--- src/rtl/neogeo_reset_pkg.sv ---
// Shared types for the NeoGeo reset sequencer.
// Holds the state encoding and the reset cause codes.
package neogeo_reset_pkg;

    typedef enum logic [1:0] {
        ST_ASSERT   = 2'd0,
        ST_Z80_HOLD = 2'd1,
        ST_RUN      = 2'd2
    } state_t;

    typedef enum logic [1:0] {
        CAUSE_POR  = 2'd0,
        CAUSE_USER = 2'd1,
        CAUSE_SYS  = 2'd2,
        CAUSE_WD   = 2'd3
    } cause_t;

endpackage

--- src/rtl/sync2.sv ---
// Two-flop synchroniser for an asynchronous level.
// Ports: WDCLK clock, WDRESET async reset, d async in, q synced out.
module sync2 (
    input  logic WDCLK,
    input  logic WDRESET,
    input  logic d,
    output logic q
);

    logic meta;

    always_ff @(posedge WDCLK or posedge WDRESET) begin
        if (WDRESET) begin
            meta <= 1'b0;
            q    <= 1'b0;
        end else begin
            meta <= d;
            q    <= meta;
        end
    end

endmodule

--- src/rtl/reset_sequencer.sv ---
// NeoGeo reset sequencer: power-on, user, system and watchdog resets.
// Ports: CLK_24M, RESET (async), VBLANK, WD_KICK, WD_EN, USER_RST,
//        SYS_RST_REQ in; nRESET, nHALT, nZ80RESET, CAUSE out.
module reset_sequencer
    import neogeo_reset_pkg::*;
#(
    parameter int ASSERT_FRAMES = 8,
    parameter int WD_FRAMES     = 8,
    parameter int Z80_DELAY     = 1024
) (
    input  logic       CLK_24M,
    input  logic       RESET,
    input  logic       VBLANK,
    input  logic       WD_KICK,
    input  logic       WD_EN,
    input  logic       USER_RST,
    input  logic       SYS_RST_REQ,
    output logic       nRESET,
    output logic       nHALT,
    output logic       nZ80RESET,
    output logic [1:0] CAUSE
);

    localparam int FW = $clog2(ASSERT_FRAMES) + 1;
    localparam int WW = $clog2(WD_FRAMES) + 1;
    localparam int CW = $clog2(Z80_DELAY) + 1;

    localparam logic [FW-1:0] FRAME_END = FW'(ASSERT_FRAMES);
    localparam logic [WW-1:0] WD_END    = WW'(WD_FRAMES);
    localparam logic [CW-1:0] HOLD_END  = CW'(Z80_DELAY - 1);

    state_t        state, state_n;
    cause_t        cause, cause_n;
    logic [FW-1:0] frame_cnt, frame_cnt_n, frame_inc;
    logic [WW-1:0] wd_cnt, wd_cnt_n, wd_inc;
    logic [CW-1:0] cyc_cnt, cyc_cnt_n;
    logic          vblank_q, vblank_qq;
    logic          frame_tick;
    logic          user_sync;
    logic          wd_expire;
    logic          any_req;
    logic          nreset_q, nreset_d;
    logic          nz80_q, nz80_d;

    sync2 u_user_sync (
        .WDCLK   (CLK_24M),
        .WDRESET (RESET),
        .d       (USER_RST),
        .q       (user_sync)
    );

    assign frame_tick = vblank_q & ~vblank_qq;

    // Saturating increments: counters stick at all-ones rather than wrap.
    assign frame_inc = (frame_tick && frame_cnt != '1)
                     ? frame_cnt + FW'(1) : frame_cnt;
    assign wd_inc    = (frame_tick && wd_cnt != '1)
                     ? wd_cnt + WW'(1) : wd_cnt;

    // A kick in the same cycle as the tick wins, so no expiry then.
    assign wd_expire = (state == ST_RUN) && WD_EN && !WD_KICK
                     && frame_tick && (wd_inc == WD_END);

    assign any_req = user_sync | SYS_RST_REQ | wd_expire;

    always_ff @(posedge CLK_24M or posedge RESET) begin
        if (RESET) begin
            state     <= ST_ASSERT;
            cause     <= CAUSE_POR;
            frame_cnt <= '0;
            wd_cnt    <= '0;
            cyc_cnt   <= '0;
            vblank_q  <= 1'b0;
            vblank_qq <= 1'b0;
            nreset_q  <= 1'b0;
            nz80_q    <= 1'b0;
        end else begin
            state     <= state_n;
            cause     <= cause_n;
            frame_cnt <= frame_cnt_n;
            wd_cnt    <= wd_cnt_n;
            cyc_cnt   <= cyc_cnt_n;
            vblank_q  <= VBLANK;
            vblank_qq <= vblank_q;
            nreset_q  <= nreset_d;
            nz80_q    <= nz80_d;
        end
    end

    always_comb begin
        state_n     = state;
        cause_n     = cause;
        frame_cnt_n = frame_cnt;
        wd_cnt_n    = wd_cnt;
        cyc_cnt_n   = cyc_cnt;
        unique case (state)
            ST_ASSERT: begin
                if (user_sync) begin
                    frame_cnt_n = '0;
                end else if (SYS_RST_REQ) begin
                    frame_cnt_n = '0;
                    cause_n     = CAUSE_SYS;
                end else begin
                    frame_cnt_n = frame_inc;
                    if (frame_inc == FRAME_END) begin
                        state_n   = ST_Z80_HOLD;
                        cyc_cnt_n = '0;
                    end
                end
            end
            ST_Z80_HOLD, ST_RUN: begin
                if (any_req) begin
                    state_n     = ST_ASSERT;
                    frame_cnt_n = '0;
                    wd_cnt_n    = '0;
                    // User beats system beats watchdog.
                    if (user_sync) begin
                        cause_n = CAUSE_USER;
                    end else if (SYS_RST_REQ) begin
                        cause_n = CAUSE_SYS;
                    end else begin
                        cause_n = CAUSE_WD;
                    end
                end else if (state == ST_Z80_HOLD) begin
                    if (cyc_cnt == HOLD_END) begin
                        state_n  = ST_RUN;
                        wd_cnt_n = '0;
                    end else if (cyc_cnt != '1) begin
                        cyc_cnt_n = cyc_cnt + CW'(1);
                    end
                end else if (!WD_EN || WD_KICK) begin
                    wd_cnt_n = '0;
                end else begin
                    wd_cnt_n = wd_inc;
                end
            end
            default: begin
                state_n = ST_ASSERT;
            end
        endcase
    end

    // Outputs follow the next state so they are registered yet not late.
    always_comb begin
        nreset_d = (state_n != ST_ASSERT);
        nz80_d   = (state_n == ST_RUN);
    end

    assign nRESET    = nreset_q;
    assign nHALT     = nreset_q;
    assign nZ80RESET = nz80_q;
    assign CAUSE     = cause;

endmodule

--- config.mk ---
export PLATFORM = sky130hd
export DESIGN_NAME = reset_sequencer
export DESIGN_NICKNAME = d
export VERILOG_FILES = /design/src/rtl/neogeo_reset_pkg.sv /design/src/rtl/sync2.sv /design/src/rtl/reset_sequencer.sv
export SDC_FILE = /design/constraint.sdc
export NUM_CORES = 1
export LEC_CHECK = 0
export BUFFER_PORTS_ARGS = -buffer_cell sky130_fd_sc_hd__clkbuf_2
export CAP_MARGIN = 10
export CORE_MARGIN = 1.5
export CORE_UTILIZATION = 40
export DETAILED_ROUTE_END_ITERATION = 8
export HOLD_SLACK_MARGIN = 0.06
export PLACE_DENSITY = 0.62
export SLEW_MARGIN = 40
export SYNTH_ARGS = -nofsm -noshare
export SYNTH_HDL_FRONTEND = slang
export SYNTH_HIERARCHICAL = 1
export SYNTH_SLANG_ARGS = --single-unit
--- constraint.sdc ---
create_clock -name CLK_24M -period 1.9 [get_ports CLK_24M]
set_input_delay 0.095 -clock CLK_24M [delete_from_list [all_inputs] [get_ports CLK_24M]]
set_output_delay 0.095 -clock CLK_24M [all_outputs]
set_load 0.02 [all_outputs]
==> flow_metrics.tcl, run 1 <==
set metrics [dict create \
    fillers 378 \
    clock_latency_ns 0.28 \
    final_common_cell "buf_4" \
    dieArea_sq_um 4910 \
    critical_path_peak_fanout 3 \
    utilization_pct 58.8 \
    first_pass_iters 4 \
    clockRootBuffer "clkbuf_8" \
    ff_latch_area_sq_um 728 \
    path_class "reg -> reg" \
    syn_avg_cell_area_sq_um 9.23 \
    crit_family "compound AO/OA/AOI/OAI gates" \
    reg2reg_to "cyc_cnt[0]" \
    setup_viol 17 \
    ff2ff_path_depth 8 \
    yosys_warnings 6 \
    fin_nets 264 \
    worstPathArrival_ns 2.25 \
    clockBufferDepth 2 \
    vias 1734 \
    skew_ns 0.00268 \
    syn_to_final_growth_pct 42.4 \
    synth_edf_count 0 \
    ys_types 54 \
    drt_iter0_drc 94 \
    numClockSinks 29 \
    drcViolationCount 0 \
    multiInputGateArea_sq_um 1220 \
    grt_first_pass_wirelength_um 8560 \
    synthCells 195 \
    grt_max_degree 17 \
    syn-num-nets 210 \
    rrSetupSlack_ns -0.18 \
    avgViaCountPerCell 5.74 \
    power_density_nw_per_um2 731 \
    dp_cells 288 \
    initial_core_util_pct 41.3 \
    cts_buffers 5 \
    path_cells "ha_4, o21a_1, o211ai_1, o21ai_2, buf_4, o31a_1, a211o_1, mux2_4" \
    pwr-share-comb_pct 35.6 \
    cp-start-kind "flip-flop" \
    layout_common_cells "42 x buf_4, 27 x dfrtp_1, 11 x nand2_1, 11 x clkbuf_2, 10 x nand3_1" \
    switching_share_pct 35.3 \
    end_kind "flip-flop" \
    finalHoldViolCount 0 \
    drv_slew 0 \
    grt_antenna_before_repair 0 \
    pre_cts_ws_ns -0.176 \
    switching_power_uw 660 \
    coreArea_sq_um 4350 \
    slowest_stage "dfrtp_1" \
    violations "negative setup slack" \
    synth-seq-cells 29 \
    fp-row-count 24 \
    grt-ovfl-total 0 \
    status "complete, but fails checks" \
    antennaDiodeCount 0 \
    min_period_over_period_pct 110 \
    clk_pin_slew_ns 0.07 \
    port-buffer-count 11 \
    reg2reg_from "frame_cnt[1]" \
    drt-total-wl_um 5030 \
    post_layout_nonfiller_instances 302 \
    maxCapViolCount 0 \
    cp-startpoint "frame_cnt[1]" \
    drive_gt1_share_pct 41.6 \
    die_h_um 70.1 \
    timing.fmax_mhz 480 \
    track_usage_pct 21.8 \
    grt_pass1_vias 1786 \
    htreeDepth 2 \
    place.gp.congestion 0.878 \
    wire_per_inst_um 16.6 \
    synth-main-ff-cell "dfrtp_1" \
    timing.final.ws_setup_ns -0.185 \
    fp.dieW_um 70.1 \
    clkPwrFrac_pct 26.9 \
    netlist_area_sq_um 1800 \
    ant_nets 0 \
    fin_crit_ns 2.08 \
    holdCritPathClass "in -> async" \
    total_leakage_power_uw 0.00110 \
    cp.required_ns 2.07 \
    ios 12 \
    ys_async_sr_fraction_pct 100 \
    p_int_uw 1210 \
    pwr-share-seq_pct 37.6 \
    vdd_ir_drop_max_mv 0.469 \
    worstMarginPinSlew_ns 0.588 \
    seq_area_frac_synth_pct 40.3 \
    cpPeakStageDelay_ns 0.42 \
    cts_tree "yes" \
    dp_hpwl_um 3470 \
    maxSlewHeadroom_pct 60.8 \
    rsz0062_at_grt "true" \
    worst-path-buf-inv 1 \
]
==> sequential cells by signal (all words and copies together) (netlist names) <==
name / count
nZ80RESET: 1
u_user_sync/q: 1
cyc_cnt: 11
vblank_qq: 1
vblank_q: 1
CAUSE: 2
nHALT: 1
wd_cnt: 4
frame_cnt: 4
state: 2
u_user_sync/meta: 1
==> cells by family after synthesis <==
group | synth area share (%)
compound gates | 25.8
mux | 1.18
fa+ha+maj | 5.56
flops | 40.3
simple gates | 22.3
buf+inv | 4.80
==> worst max path at each step <==
stage	end	slack, ns	depth (start not counted)
floorplan	cyc_cnt[0]	-0.0003	7
global placement	nZ80RESET	-0.21	8
detailed placement	nZ80RESET	-0.18	7
CTS	cyc_cnt[0]	-0.18	8
global route	cyc_cnt[9]	-0.28	9
finish	cyc_cnt[0]	-0.18	8
==> synthesized netlist by cell type, types with 4 or more instances <==
master / count / area [sq um]
a21oi_1: 11 / 55.1
ha_1: 8 / 100
a31oi_1: 5 / 31.3
nand2b_1: 9 / 56.3
nand3_1: 11 / 55.1
dfrtp_1: 29 / 726
nand2_1: 12 / 45.0
o211ai_1: 7 / 52.6
or4_1: 4 / 30.0
o21ai_0: 9 / 45.0
o31ai_1: 4 / 30.0
clkbuf_1: 6 / 22.5
inv_1: 8 / 30.0
and3_1: 5 / 31.3
nor2_1: 10 / 37.5
==> area by class of cell <==
type | count | share of cell area (%)
multi-input cells | 146 | 47.8
flip-flops and latches | 29 | 28.4
repair buffers | 58 | 16.5
clock buffers | 5 | 2.69
well taps | 52 | 2.54
inverters | 9 | 1.32
clock inverters | 3 | 0.684
==> power by group through the flow <==
stage	Combinational, uW	Sequential (uW)	Clock [uW]
after floorplan	338	725	0
after CTS	634	700	522
final	666	703	503
after detailed placement	569	711	0
after global routing	726	709	544
after global placement	554	707	0
==> metrics by stage <==
step / area (sq um) / total power, uW / hold WS, ns / setup TNS, ns
after floorplan: 1890 / 1060 / -0.164 / -0.000292
final: 2560 / 1870 / 0.191 / -2.19
after detailed placement: 2240 / 1280 / -0.0573 / -2.21
after CTS: 2480 / 1860 / 0.183 / -2.12
after global placement: 2240 / 1260 / -0.0613 / -1.99
after global routing: 2560 / 1980 / 0.213 / -4.11
==> layer usage <==
| metal | vias up | GRT usage, % | share of wire (%) |
|---|---|---|---|
| met3 | 8 | 3.90 | 2.5 |
| met4 | 0 | 6.62 | 1.4 |
| met1 | 851 | 27.6 | 44 |
| met2 | 27 | 37.9 | 52 |
| met5 | - | 0 | 0 |
| li1 | 848 | - | - |
==> worst register-to-register path, stage by stage (launching register included) <==
cell,delay [ns]
dfrtp_1,0.42
ha_4,0.18
o21a_1,0.17
o211ai_1,0.18
o21ai_2,0.10
buf_4,0.14
o31a_1,0.26
a211o_1,0.25
mux2_4,0.26
==> what timing repair did <==
item	CTS	global route
cloned	0	0
setup endpoints to repair	21	25
setup buffers	2	3
hold endpoints to repair	19	0
pin swaps	3	6
resized for setup	25	16
hold buffers	3	0
Note: power is estimated with default switching activity, not from simulation.
==> inputs of run 2 (changes only) <==
--- a/config.mk
+++ b/config.mk
@@ -12,6 +12,7 @@
 export DETAILED_ROUTE_END_ITERATION = 8
 export HOLD_SLACK_MARGIN = 0.06
 export PLACE_DENSITY = 0.62
+export REMOVE_ABC_BUFFERS = 1
 export SLEW_MARGIN = 40
 export SYNTH_ARGS = -nofsm -noshare
 export SYNTH_HDL_FRONTEND = slang
==> run 2 against run 1 <==
Net effect: the flow still finishes with violations (negative setup slack); register-to-register slack about the same; wire length decreased by 8.1%; highest routed layer unchanged; largest cell class unchanged; clock power increased by 12%; worst hold slack improved by 0.017 ns; setup slack got worse by 0.011 ns.
==> flow_metrics.tcl, run 2 (synthesis results as in run 1) <==
set metrics [dict create \
    fp.dieW_um 70.1 \
    dp_cells 290 \
    timing.fmax_mhz 477 \
    vias 1775 \
    hold_ws_ns 0.208 \
    maxCapViolCount 0 \
    hold_path.startpoint "SYS_RST_REQ" \
    worstPathArrival_ns 2.26 \
    top_regs "cyc_cnt: 11 flops, frame_cnt: 4 flops, wd_cnt: 4 flops" \
    power_uw 1870 \
    fillers 368 \
    final_common_cell "buf_4" \
    grt_pass1_vias 1773 \
    cts_buffers 5 \
    path_class "reg -> reg" \
    finalHoldViolCount 0 \
    clockBufferDepth 2 \
    rsz0062_at_grt "true" \
    min_period_over_period_pct 110 \
    clockRootBuffer "clkbuf_8" \
    multiInputGateArea_sq_um 1140 \
    drv_slew 0 \
    dp_hpwl_um 3240 \
    cp-startpoint "frame_cnt[0]" \
    drive_gt1_share_pct 39.4 \
    fin_crit_ns 2.10 \
    setup_viol 15 \
    ios 12 \
    numClockSinks 29 \
    grt-ovfl-total 0 \
    cts_tree "yes" \
    clk_pin_slew_ns 0.07 \
    dieArea_sq_um 4910 \
    holdCritPathClass "in -> reg" \
    drcViolationCount 0 \
    power_density_nw_per_um2 729 \
    ff_latch_area_sq_um 726 \
    end_kind "flip-flop" \
    clock_latency_ns 0.28 \
    grt_first_pass_wirelength_um 8140 \
    utilization_pct 58.9 \
    largest_reg_flops 11 \
    total_leakage_power_uw 0.00109 \
    track_usage_pct 20.6 \
    vdd_ir_drop_max_mv 0.546 \
    avgViaCountPerCell 5.71 \
    syn_to_final_growth_pct 42.6 \
    fp-row-count 24 \
    wire_per_inst_um 14.8 \
    cp-start-kind "flip-flop" \
    grt_max_degree 28 \
    antennaDiodeCount 0 \
    skew_ns 0.00596 \
    place.gp.congestion 0.799 \
    ff2ff_path_depth 7 \
    fin_nets 273 \
    drt-total-wl_um 4620 \
    timing.final.ws_setup_ns -0.196 \
    initial_core_util_pct 41.3 \
    die_h_um 70.1 \
    htreeDepth 2 \
    reg2reg_from "frame_cnt[0]" \
    min_path_cells 4 \
    grt_antenna_before_repair 0 \
    coreArea_sq_um 4350 \
    drt_iter0_drc 113 \
    ant_nets 0 \
    worstMarginPinSlew_ns 0.376 \
    regMostFlops "cyc_cnt" \
    critical_path_peak_fanout 5 \
    cp.required_ns 2.07 \
    post_layout_nonfiller_instances 311 \
    maxSlewHeadroom_pct 74.6 \
    status "complete, but fails checks" \
    layout_common_cells "49 x buf_4, 29 x dfrtp_1, 11 x nand2_1, 11 x clkbuf_2" \
    violations "negative setup slack" \
    port-buffer-count 11 \
    first_pass_iters 4 \
]
run 2: report_power, final:
part	switching [uW]	total (uW)	internal, uW
logic	342	609	266
registers	36.3	699	663
clock network	236	563	327
total	615	1870	1260
run 2: worst paths after layout:
kind	endpoint	slack, ns
min in group asynchronous	u_user_sync/meta	0.22
min	CAUSE[0]	0.21
max reg2reg	cyc_cnt[0]	-0.20
max in group asynchronous	cyc_cnt[6]	1.21
max	cyc_cnt[0]	-0.20
min reg2reg	u_user_sync/q	0.36
run 2: layer usage:
layer  vias up  track usage, %  share of wire, %
met4         0            6.41               1.5
met3         7            4.62               2.2
li1        865               -                 -
met2        31            33.4                49
met5         -               0                 0
met1       872            27.6                48
run 2: repair_timing:
action	in CTS	in global routing
endpoints found under the setup margin	21	23
setup buffers	11	3
resized for setup	32	8
hold buffers	3	0
endpoints found under the hold margin	31	0
pin swaps	9	6
run 2: stage by stage:
stage / worst slack [ns] / setup TNS, ns / area, sq um
final: -0.196 / -1.37 / 2570
after floorplan: -0.266 / -1.68 / 1750
after global routing: -0.272 / -3.36 / 2570
after detailed placement: -0.166 / -2.35 / 2190
after global placement: -0.160 / -1.58 / 2190
after CTS: -0.139 / -0.834 / 2530
run 2: worst max-delay path, cell delays in order, from the launching register on:
cell,delay (ns)
dfrtp_1,0.40
ha_2,0.21
o21a_1,0.16
o211ai_1,0.19
o21ai_2,0.11
o31a_1,0.38
a211o_1,0.26
mux2_4,0.26
run 2: area by class of cell:
class / count / area share [%]
clock buffers: 7 / 3.75
clock inverters: 1 / 0.195
inverters: 9 / 1.32
multi-input cells: 146 / 44.5
flip-flops and latches: 29 / 28.3
well taps: 52 / 2.54
repair buffers: 67 / 19.4
